**src/rtl/pid_ctrl_pkg.sv**
```systemverilog
// Shared definitions for the digital PID control loop.
//   - Q_W            : width of the signed reference/ADC code format
//   - seq_state_e    : sequencer state encoding (also exported on the debug port)
//   - *_DEF          : default sequencer constants shared with the PID datapath
//   - sat10()        : clamp an 11-bit signed intermediate into the 10-bit code range
package pid_ctrl_pkg;

  localparam int Q_W = 10;

  typedef enum logic [2:0] {
    ST_IDLE      = 3'd0,
    ST_SOFTSTART = 3'd1,
    ST_REGULATE  = 3'd2,
    ST_FAULT     = 3'd3
  } seq_state_e;

  localparam logic signed [Q_W-1:0] RAMP_STEP_DEF = 10'sd2;
  localparam int                    N_TRAN_DEF    = 100;
  localparam logic signed [Q_W-1:0] OV_LIMIT_DEF  = 10'sd400;
  localparam int                    OV_COUNT_DEF  = 4;

  function automatic logic signed [Q_W-1:0] sat10(input logic signed [Q_W:0] x);
    if (x > 11'sd511) begin
      return {1'b0, {(Q_W-1){1'b1}}};
    end else if (x < -11'sd512) begin
      return {1'b1, {(Q_W-1){1'b0}}};
    end else begin
      return x[Q_W-1:0];
    end
  endfunction

endpackage

```
**src/rtl/ov_debounce.sv**
```systemverilog
// Over-voltage debounce: counts consecutive switching periods in which the
// sampled output exceeds OV_LIMIT and emits a single-cycle ov_trip on the
// sw_tick that makes the run reach OV_COUNT.
// Ports:
//   clk, rst  : clock, asynchronous active-high reset
//   clr       : hold counter at zero (driven by the sequencer outside run states)
//   sw_tick   : one-clk pulse per switching period
//   n_out     : signed sampled output voltage code
//   ov_trip   : combinational trip pulse, valid in the sw_tick cycle
module ov_debounce
  import pid_ctrl_pkg::*;
#(
  parameter logic signed [Q_W-1:0] OV_LIMIT = OV_LIMIT_DEF,
  parameter int                    OV_COUNT = OV_COUNT_DEF
) (
  input  logic                  clk,
  input  logic                  rst,
  input  logic                  clr,
  input  logic                  sw_tick,
  input  logic signed [Q_W-1:0] n_out,
  output logic                  ov_trip
);

  logic [3:0] cnt_q;
  logic [3:0] cnt_d;
  logic       over;

  always_comb begin
    over    = (n_out > OV_LIMIT);
    cnt_d   = cnt_q;
    ov_trip = 1'b0;
    if (clr) begin
      cnt_d = '0;
    end else if (sw_tick) begin
      if (over) begin
        // The tick that completes the run trips and restarts the count.
        if (cnt_q == 4'(OV_COUNT - 1)) begin
          ov_trip = 1'b1;
          cnt_d   = '0;
        end else begin
          cnt_d = cnt_q + 4'd1;
        end
      end else begin
        cnt_d = '0;
      end
    end
  end

  always_ff @(posedge clk or posedge rst) begin
    if (rst) begin
      cnt_q <= '0;
    end else begin
      cnt_q <= cnt_d;
    end
  end

endmodule

```
**src/rtl/pid_ref_sequencer.sv**
```systemverilog
// PID loop sequencer: soft-starts the reference from 0 to n_ref_nom, then
// runs periodic load/reference transients, and shuts the DPWM down on
// sustained over-voltage.
// Ports:
//   clk, rst    : clock, asynchronous active-high reset
//   sw_tick     : one-clk pulse per switching period
//   enable      : converter run request (level)
//   tran_type   : 0 = load transient, 1 = reference transient
//   n_ref_nom   : signed nominal reference code
//   delta_n_ref : signed reference step used by reference transients
//   n_out       : signed sampled output voltage code
//   n_ref       : signed reference to the PID error subtractor (registered)
//   q_load      : load-step switch drive (registered)
//   pwm_en      : DPWM gate enable (registered)
//   fault       : latched over-voltage flag (registered)
//   state       : current sequencer state (debug)
module pid_ref_sequencer
  import pid_ctrl_pkg::*;
#(
  parameter logic signed [Q_W-1:0] RAMP_STEP = RAMP_STEP_DEF,
  parameter int                    N_TRAN    = N_TRAN_DEF,
  parameter logic signed [Q_W-1:0] OV_LIMIT  = OV_LIMIT_DEF,
  parameter int                    OV_COUNT  = OV_COUNT_DEF
) (
  input  logic                  clk,
  input  logic                  rst,
  input  logic                  sw_tick,
  input  logic                  enable,
  input  logic                  tran_type,
  input  logic signed [Q_W-1:0] n_ref_nom,
  input  logic signed [Q_W-1:0] delta_n_ref,
  input  logic signed [Q_W-1:0] n_out,
  output logic signed [Q_W-1:0] n_ref,
  output logic                  q_load,
  output logic                  pwm_en,
  output logic                  fault,
  output logic [2:0]            state
);

  localparam int               CNT_W    = $clog2(N_TRAN);
  localparam logic [CNT_W-1:0] CNT_LAST = CNT_W'(N_TRAN - 1);
  localparam logic [CNT_W-1:0] CNT_HALF = CNT_W'(N_TRAN / 2);

  seq_state_e            state_q, state_d;
  logic signed [Q_W-1:0] n_ref_q, n_ref_d;
  logic                  q_load_q, q_load_d;
  logic                  pwm_en_q, pwm_en_d;
  logic                  fault_q, fault_d;
  logic [CNT_W-1:0]      per_cnt_q, per_cnt_d;

  logic                  run;
  logic                  ov_trip;
  logic signed [Q_W:0]   nom_ext;
  logic signed [Q_W:0]   ramp_sum;
  logic signed [Q_W:0]   tran_sum;
  logic [CNT_W-1:0]      per_cnt_nxt;
  logic                  tran_active;

  assign run = (state_q == ST_SOFTSTART) || (state_q == ST_REGULATE);

  ov_debounce #(
    .OV_LIMIT (OV_LIMIT),
    .OV_COUNT (OV_COUNT)
  ) u_ov_debounce (
    .clk     (clk),
    .rst     (rst),
    .clr     (!run),
    .sw_tick (sw_tick),
    .n_out   (n_out),
    .ov_trip (ov_trip)
  );

  always_comb begin
    // 11-bit intermediates so neither the ramp nor the transient sum can wrap.
    nom_ext  = {n_ref_nom[Q_W-1], n_ref_nom};
    ramp_sum = {n_ref_q[Q_W-1], n_ref_q} + {RAMP_STEP[Q_W-1], RAMP_STEP};
    tran_sum = nom_ext + {delta_n_ref[Q_W-1], delta_n_ref};

    per_cnt_nxt = per_cnt_q;
    if (sw_tick) begin
      per_cnt_nxt = (per_cnt_q == CNT_LAST) ? '0 : per_cnt_q + CNT_W'(1);
    end
    tran_active = (per_cnt_nxt > CNT_HALF);

    state_d   = state_q;
    n_ref_d   = n_ref_q;
    q_load_d  = q_load_q;
    pwm_en_d  = pwm_en_q;
    fault_d   = fault_q;
    per_cnt_d = per_cnt_q;

    case (state_q)
      ST_IDLE: begin
        n_ref_d   = '0;
        q_load_d  = 1'b0;
        pwm_en_d  = 1'b0;
        fault_d   = 1'b0;
        per_cnt_d = '0;
        if (enable) begin
          state_d  = ST_SOFTSTART;
          pwm_en_d = 1'b1;
        end
      end

      ST_SOFTSTART, ST_REGULATE: begin
        if (ov_trip) begin
          state_d   = ST_FAULT;
          n_ref_d   = '0;
          q_load_d  = 1'b0;
          pwm_en_d  = 1'b0;
          fault_d   = 1'b1;
          per_cnt_d = '0;
        end else if (!enable) begin
          state_d   = ST_IDLE;
          n_ref_d   = '0;
          q_load_d  = 1'b0;
          pwm_en_d  = 1'b0;
          per_cnt_d = '0;
        end else if (state_q == ST_SOFTSTART) begin
          // min(n_ref + step, nom); a non-positive nominal lands on the first tick.
          if (sw_tick) begin
            if (ramp_sum >= nom_ext) begin
              state_d   = ST_REGULATE;
              n_ref_d   = n_ref_nom;
              q_load_d  = 1'b0;
              per_cnt_d = '0;
            end else begin
              n_ref_d = ramp_sum[Q_W-1:0];
            end
          end
        end else begin
          // Outputs follow the counter value being written this cycle, and
          // tran_type / n_ref_nom are re-sampled every clock.
          per_cnt_d = per_cnt_nxt;
          q_load_d  = tran_active && !tran_type;
          n_ref_d   = (tran_active && tran_type) ? sat10(tran_sum) : n_ref_nom;
        end
      end

      ST_FAULT: begin
        n_ref_d   = '0;
        q_load_d  = 1'b0;
        pwm_en_d  = 1'b0;
        per_cnt_d = '0;
        if (!enable) begin
          state_d = ST_IDLE;
          fault_d = 1'b0;
        end
      end

      default: begin
        state_d   = ST_IDLE;
        n_ref_d   = '0;
        q_load_d  = 1'b0;
        pwm_en_d  = 1'b0;
        fault_d   = 1'b0;
        per_cnt_d = '0;
      end
    endcase
  end

  always_ff @(posedge clk or posedge rst) begin
    if (rst) begin
      state_q   <= ST_IDLE;
      n_ref_q   <= '0;
      q_load_q  <= 1'b0;
      pwm_en_q  <= 1'b0;
      fault_q   <= 1'b0;
      per_cnt_q <= '0;
    end else begin
      state_q   <= state_d;
      n_ref_q   <= n_ref_d;
      q_load_q  <= q_load_d;
      pwm_en_q  <= pwm_en_d;
      fault_q   <= fault_d;
      per_cnt_q <= per_cnt_d;
    end
  end

  assign n_ref  = n_ref_q;
  assign q_load = q_load_q;
  assign pwm_en = pwm_en_q;
  assign fault  = fault_q;
  assign state  = state_q;

endmodule

```
**config.mk**
```make
export PLATFORM = sky130hd
export DESIGN_NAME = pid_ref_sequencer
export DESIGN_NICKNAME = d
export VERILOG_FILES = /design/src/rtl/pid_ctrl_pkg.sv /design/src/rtl/ov_debounce.sv /design/src/rtl/pid_ref_sequencer.sv
export SDC_FILE = /design/constraint.sdc
export NUM_CORES = 1
export LEC_CHECK = 0
export BUFFER_PORTS_ARGS = -buffer_cell sky130_fd_sc_hd__clkbuf_2
export CAP_MARGIN = 20
export CORE_AREA = 2 2 75 77
export CTS_CLUSTER_DIAMETER = 120
export DETAILED_ROUTE_END_ITERATION = 12
export DIE_AREA = 0 0 77 79
export GPL_TIMING_DRIVEN = 0
export HOLD_SLACK_MARGIN = 0.02
export PLACE_DENSITY = 0.81
export SLEW_MARGIN = 20
export SYNTH_ARGS = -nofsm -noshare
export SYNTH_HDL_FRONTEND = slang
export SYNTH_HIERARCHICAL = 1
export SYNTH_SLANG_ARGS = --single-unit
```
**constraint.sdc**
```tcl
create_clock -name clk -period 3.45 [get_ports clk]
set_clock_uncertainty 0.15 [all_clocks]
set_input_delay 0.69 -clock clk [delete_from_list [all_inputs] [get_ports clk]]
set_output_delay 0.69 -clock clk [all_outputs]
set_load 0.02 [all_outputs]
```
### Word-level counts from Yosys, hierarchy flattened

Index checks and enable logic that the tools add are counted.

* bits in registers: 27
* logic and storage cells: 85
* output and inout port bits: 16
* input port bits: 35

* multiplexer cells: 45
* reduce and logical (&&, ||, !) cells: 9
* eq/ne operators: 15
* magnitude comparators: 5
* $add $sub $neg: 4

Operator list (number)
* $mux 10: 9
* $mux 7: 8
* $mux 3: 7
* $mux 4: 4
* $mux 1: 14
* $ne 4x4->1 const B: 3
* $add 10x10->11: 1
* $add 10x3->11 const B: 1
* $ge 11x10->1: 1
* $gt 11x10->1 const B: 1
* $lt 11x10->1 const B: 1
* $gt 10x10->1 const B: 1
* $ne 5x5->1 const B: 2
* $pmux 3 s3: 1
* $ne 2x2->1 const B: 4
* $add 7x1->7 const B: 1
* $eq 7x7->1 const B: 1
* $gt 7x6->1 const B: 1
* $eq 3x2->1 const B: 2
* $reduce_and 5->1: 1
* $add 4x1->4 const B: 1
* $eq 4x2->1 const B: 1
* $pmux 1 s2: 2
* $reduce_and 2->1: 2
* other kinds (7): 8

### Depth between registers and ports, before layout

* depth in word-level cells: 10
* mapped depth: 15
* mapped depth without buffers: 13

### Cells and area by module

Netlist, hierarchy kept.

Modules (own cells, without submodules)
* pid_ref_sequencer: times used 1, area an instance 2613.8 sq um, sequential area each 550.5 sq um, cells each 320
* ov_debounce: times used 1, area an instance 264.0 sq um, sequential area each 100.1 sq um, cells each 28

### Least setup slack after synthesis

No wires, ideal clock.

* path kind: reg-to-reg
* start: register n_ref_q[4] (netlist: n_ref[4])
* end: register n_ref_q[1] (netlist: n_ref[1])
* arrival: 3.024 ns
* setup time: 0.087 ns
* stages on the path, launching flop included: 16
* clock period less this slack: 3.260 ns
* slack: 0.190 ns
* required time: 3.213 ns
* path buffers: 2
* cells stage by stage: dfrtp_1 and3_1 and3_1 nand3_1 xor2_1 inv_1 ha_1 and3_1 and3_1 o31a_1 o31a_1 clkbuf_1 buf_2 a21boi_0 o22ai_1 a211oi_2

* cells in the longest elaborated chain, start to end: 8

RTL lines
* start: declaration: RTL line pid_ref_sequencer.sv:45 `logic signed [Q_W-1:0] n_ref_q, n_ref_d;`
* start signal: assignment: RTL line pid_ref_sequencer.sv:172 `n_ref_q <= n_ref_d;`
* $add 10x3->11: RTL line pid_ref_sequencer.sv:76 `ramp_sum = {n_ref_q[Q_W-1], n_ref_q} + {RAMP_STEP[Q_W-1], RAMP_STEP};`
* $ge 11x10->1: RTL line pid_ref_sequencer.sv:122 `if (ramp_sum >= nom_ext) begin`
* $mux 10: RTL line pid_ref_sequencer.sv:122
* $mux 10: RTL line pid_ref_sequencer.sv:121 `if (sw_tick) begin`
* $mux 10: RTL line pid_ref_sequencer.sv:119 `end else if (state_q == ST_SOFTSTART) begin`
* $mux 10: RTL line pid_ref_sequencer.sv:113 `end else if (!enable) begin`
* $mux 10: RTL line pid_ref_sequencer.sv:106 `if (ov_trip) begin`
* $mux 10: RTL line pid_ref_sequencer.sv:92 `case (state_q)`

Every way passes these cells. The select of a mux whose other input is x is not followed.
A chain may end at the register's enable or synchronous reset.

### Worst setup path after layout

* start: register n_ref_q[3] (netlist: n_ref[3])
* end: register n_ref_q[3] (netlist: n_ref[3])

* cells in the longest elaborated chain, start to end: 8

RTL lines (RTL line)
* $add 10x3->11 *: pid_ref_sequencer.sv:76
* $ge 11x10->1: pid_ref_sequencer.sv:122
* $mux 10 *: pid_ref_sequencer.sv:122
* $mux 10 *: pid_ref_sequencer.sv:121
* $mux 10 *: pid_ref_sequencer.sv:119
* $mux 10 *: pid_ref_sequencer.sv:113
* $mux 10 *: pid_ref_sequencer.sv:106
* $mux 10 *: pid_ref_sequencer.sv:92

Every way passes the cells marked *; elsewhere a longest branch is shown, timed or not. The select of a mux whose other input is x is not followed.

==> impl_metrics.yaml <==
run_status:
  status: "finished, final reports clean"
synth:
  synth_edf_count: 0
  ys_types: 76
  syn_area_um2: 2878
  synth_ff_type: "dfrtp_1"
  avgSynthCellArea_um2: 8.269
  async_flop_share: 1.000
  syn-num-nets: 413
  synth-seq-area-share: 0.2261
  synth_warnings: 6
  yosysTopAreaCellShare: 0.2261
  yosys_register_bits: 26
  synth_area_leaders: "dfrtp_1 (23%), ha_1 (13%), nand2_1 (4.6%)"
  syn_inst: 348
  synth_top_area_cell: "dfrtp_1"
drt:
  detail_route.wl_per_cell_um: 16.46
  drt_wl_total_um: 7919
  drtPass1Iterations: 5
  drc_errors: 0
  first_iter_violations: 298
  ant_nets: 0
  viasPerCell: 6.258
  routed-via-count: 3010
cells_and_area:
  fillers: 468
  fin_area_um2: 3416
  fin_nets: 475
  seqCellArea_um2: 655.6
  syn_to_final_growth_pct: 18.70
  multiInputGateArea_um2: 2062
  diodes: 0
  layout_common_cells: "clkbuf_2 (52), nand2_1 (34), inv_1 (29), ha_1 (29)"
  final_common_cell: "clkbuf_2"
  drive_above_1_share: 0.2567
pwr:
  p_total_uw: 1771
  clkPwrFrac: 0.154
  pwr-share-comb: 0.590
  powerDensity_nw_per_um2: 518.5
  p_leak_uw: 0.001628
  power.net_switching_uw: 822.6
  p_seq_frac: 0.256
  switching_share: 0.4645
  ir_worst_vdd_uv: 406.7
  internal_power_uw: 948.4
placed_design:
  gp_congestion: 0.8946
  portBuffers: 49
  dpl_worst_slack_ns: -0.2321
  postPlaceCellArea_um2: 3213
  hpwlAfterDp_um: 5943
clock_network:
  cts_buffers: 3
  cts.sinks: 26
  htree_levels: 1
  cts_root_buf: "clkbuf_8"
  cts_tree: "yes"
  clkLatencyLatePin_ns: 0.29
  path_clk_slew_ns: 0.11
  clockBufferDepth: 2
worst_setup_path:
  cp_slowest_cell: "dfrtp_2"
  critical-path-max-stage-delay_ns: 0.46
  cp_common_cell: "and3_4"
  cp.required_ns: 3.51
  start_kind: "register"
  arrival_ns: 3.42
  crit_type: "reg -> reg"
  path_max_fanout: 7
  end_kind: "register"
  worstPathCellList: "and3_4 -> and3_4 -> nand3_1 -> xor2_1 -> inv_1 -> ha_1 -> and3_4 -> and3_1 -> o31a_1 -> o31a_4 -> buf_4 -> mux2i_1 -> a221o_1 -> a22oi_2"
global_route:
  grt_pass1_wl_um: 12760
  grt_overflow_total: 0
  grt_max_degree: 23
  gr-usage-all-layers: 0.2571
  antenna_found_initial: 0
  grt_pass1_vias: 2791
job:
  maxCapViolCount: 0
timing:
  slew_violations: 0
  slew_headroom: 0.5652
  min_period_over_period: 0.9729
  setup_slack_ns: 0.09354
  fmax_ghz: 0.2979
  hold_violations: 0
  tns_ns: 0
  holdWs_ns: 0.1038
  worst_pin_slew_ns: 0.6487
  period_needed_ns: 3.356
  setup_violations: 0
die:
  die_y_um: 79
  core_area_um2: 5338
  rows: 27
  dieArea_um2: 6083
  start_util: 0.5391
  fp.dieW_um: 77
  pin_count: 51
min_path:
  hp-class: "in -> async"
==> sequential cells by signal, summed over array words and instances (netlist names) <==
name	flops
per_cnt_q	7
n_ref	10
u_ov_debounce/cnt_q	4
q_load	1
state	2
pwm_en	1
fault	1
==> power by group through the flow <==
stage | registers [µW] | clock network, µW | logic [µW]
2_1_floorplan | 502 | 0 | 602
3_3_place_gp | 454 | 0 | 881
3_5_place_dp | 457 | 0 | 909
4_1_cts | 451 | 271 | 931
5_1_grt | 462 | 281 | 1140
6_report | 454 | 273 | 1040
==> path summary, 6_finish.rpt <==
check / start / to / slack (ns) / cells past startpoint
min reg2reg: q_load / q_load / 0.36 / 2
max in group asynchronous: rst / n_ref[4] / 2.49 / 3
min in group clk: q_load / q_load / 0.36 / 2
max: n_ref[3] / n_ref[3] / 0.09 / 14
max reg2reg: n_ref[3] / n_ref[3] / 0.09 / 14
min: rst / u_ov_debounce/cnt_q[3] / 0.10 / 2
==> cell type report <==
cell class | instances | area share
Buffer | 16 | 0.03150
Clock buffer | 3 | 0.01209
Clock inverter | 1 | 0.008791
Inverter | 29 | 0.03187
Multi-Input combinational cell | 276 | 0.6037
Sequential cell | 26 | 0.1919
Tap cell | 72 | 0.02637
Timing Repair Buffer | 58 | 0.09377
==> synthesized netlist by cell type (all sizes together), types with 5 or more instances <==
master,number
nand4,6
mux2i,8
nand2,35
clkbuf,11
nor2,23
a22oi,6
and3,5
nand3,14
dfrtp,26
ha,29
a21o,6
nor2b,5
a21oi,19
buf,6
or3,5
o21ai,16
nor3,7
inv,29
xnor2,9
==> worst max-delay path, delay by kind of cell, from the launching register on <==
family	cells	cell delay, ns
AOI/OAI and AO/OA	4	0.99
xor gates and xnor gates	1	0.20
adders and majority gates	1	0.30
buffers and inverters	2	0.22
DFF	1	0.46
muxes	1	0.11
and+or+nand+nor	5	0.85
==> stage by stage <==
stage	util	std cells
2_1_floorplan	-	348
3_3_place_gp	0.6020	469
3_5_place_dp	0.6020	469
4_1_cts	0.6179	473
5_1_grt	0.6399	481
6_report	0.6399	481
==> layer usage <==
metal	share of wire	track usage	up-vias
met4	0.033	0.08214	0
li1	-	-	1404
met1	0.42	0.3331	1413
met2	0.47	0.4482	158
met3	0.071	0.03182	35
met5	0	0	-
==> logic make-up after synthesis <==
group,after synthesis,synth area share
simple gates,120,0.2213
compound gates,102,0.2696
buf+inv,46,0.07348
fa+ha+maj,30,0.1330
flops,26,0.2261
xor+xnor,13,0.03957
mux,10,0.03565
other cells,1,0.001303
==> repair_timing <==
action                                  4_1_cts  5_1_grt
endpoints found under the setup margin       16       20
hold buffers                                  0        0
setup buffers                                 1        7
pin swaps                                     1        3
resized for setup                             3       18
No activity file was read; power rests on OpenSTA's default activity.
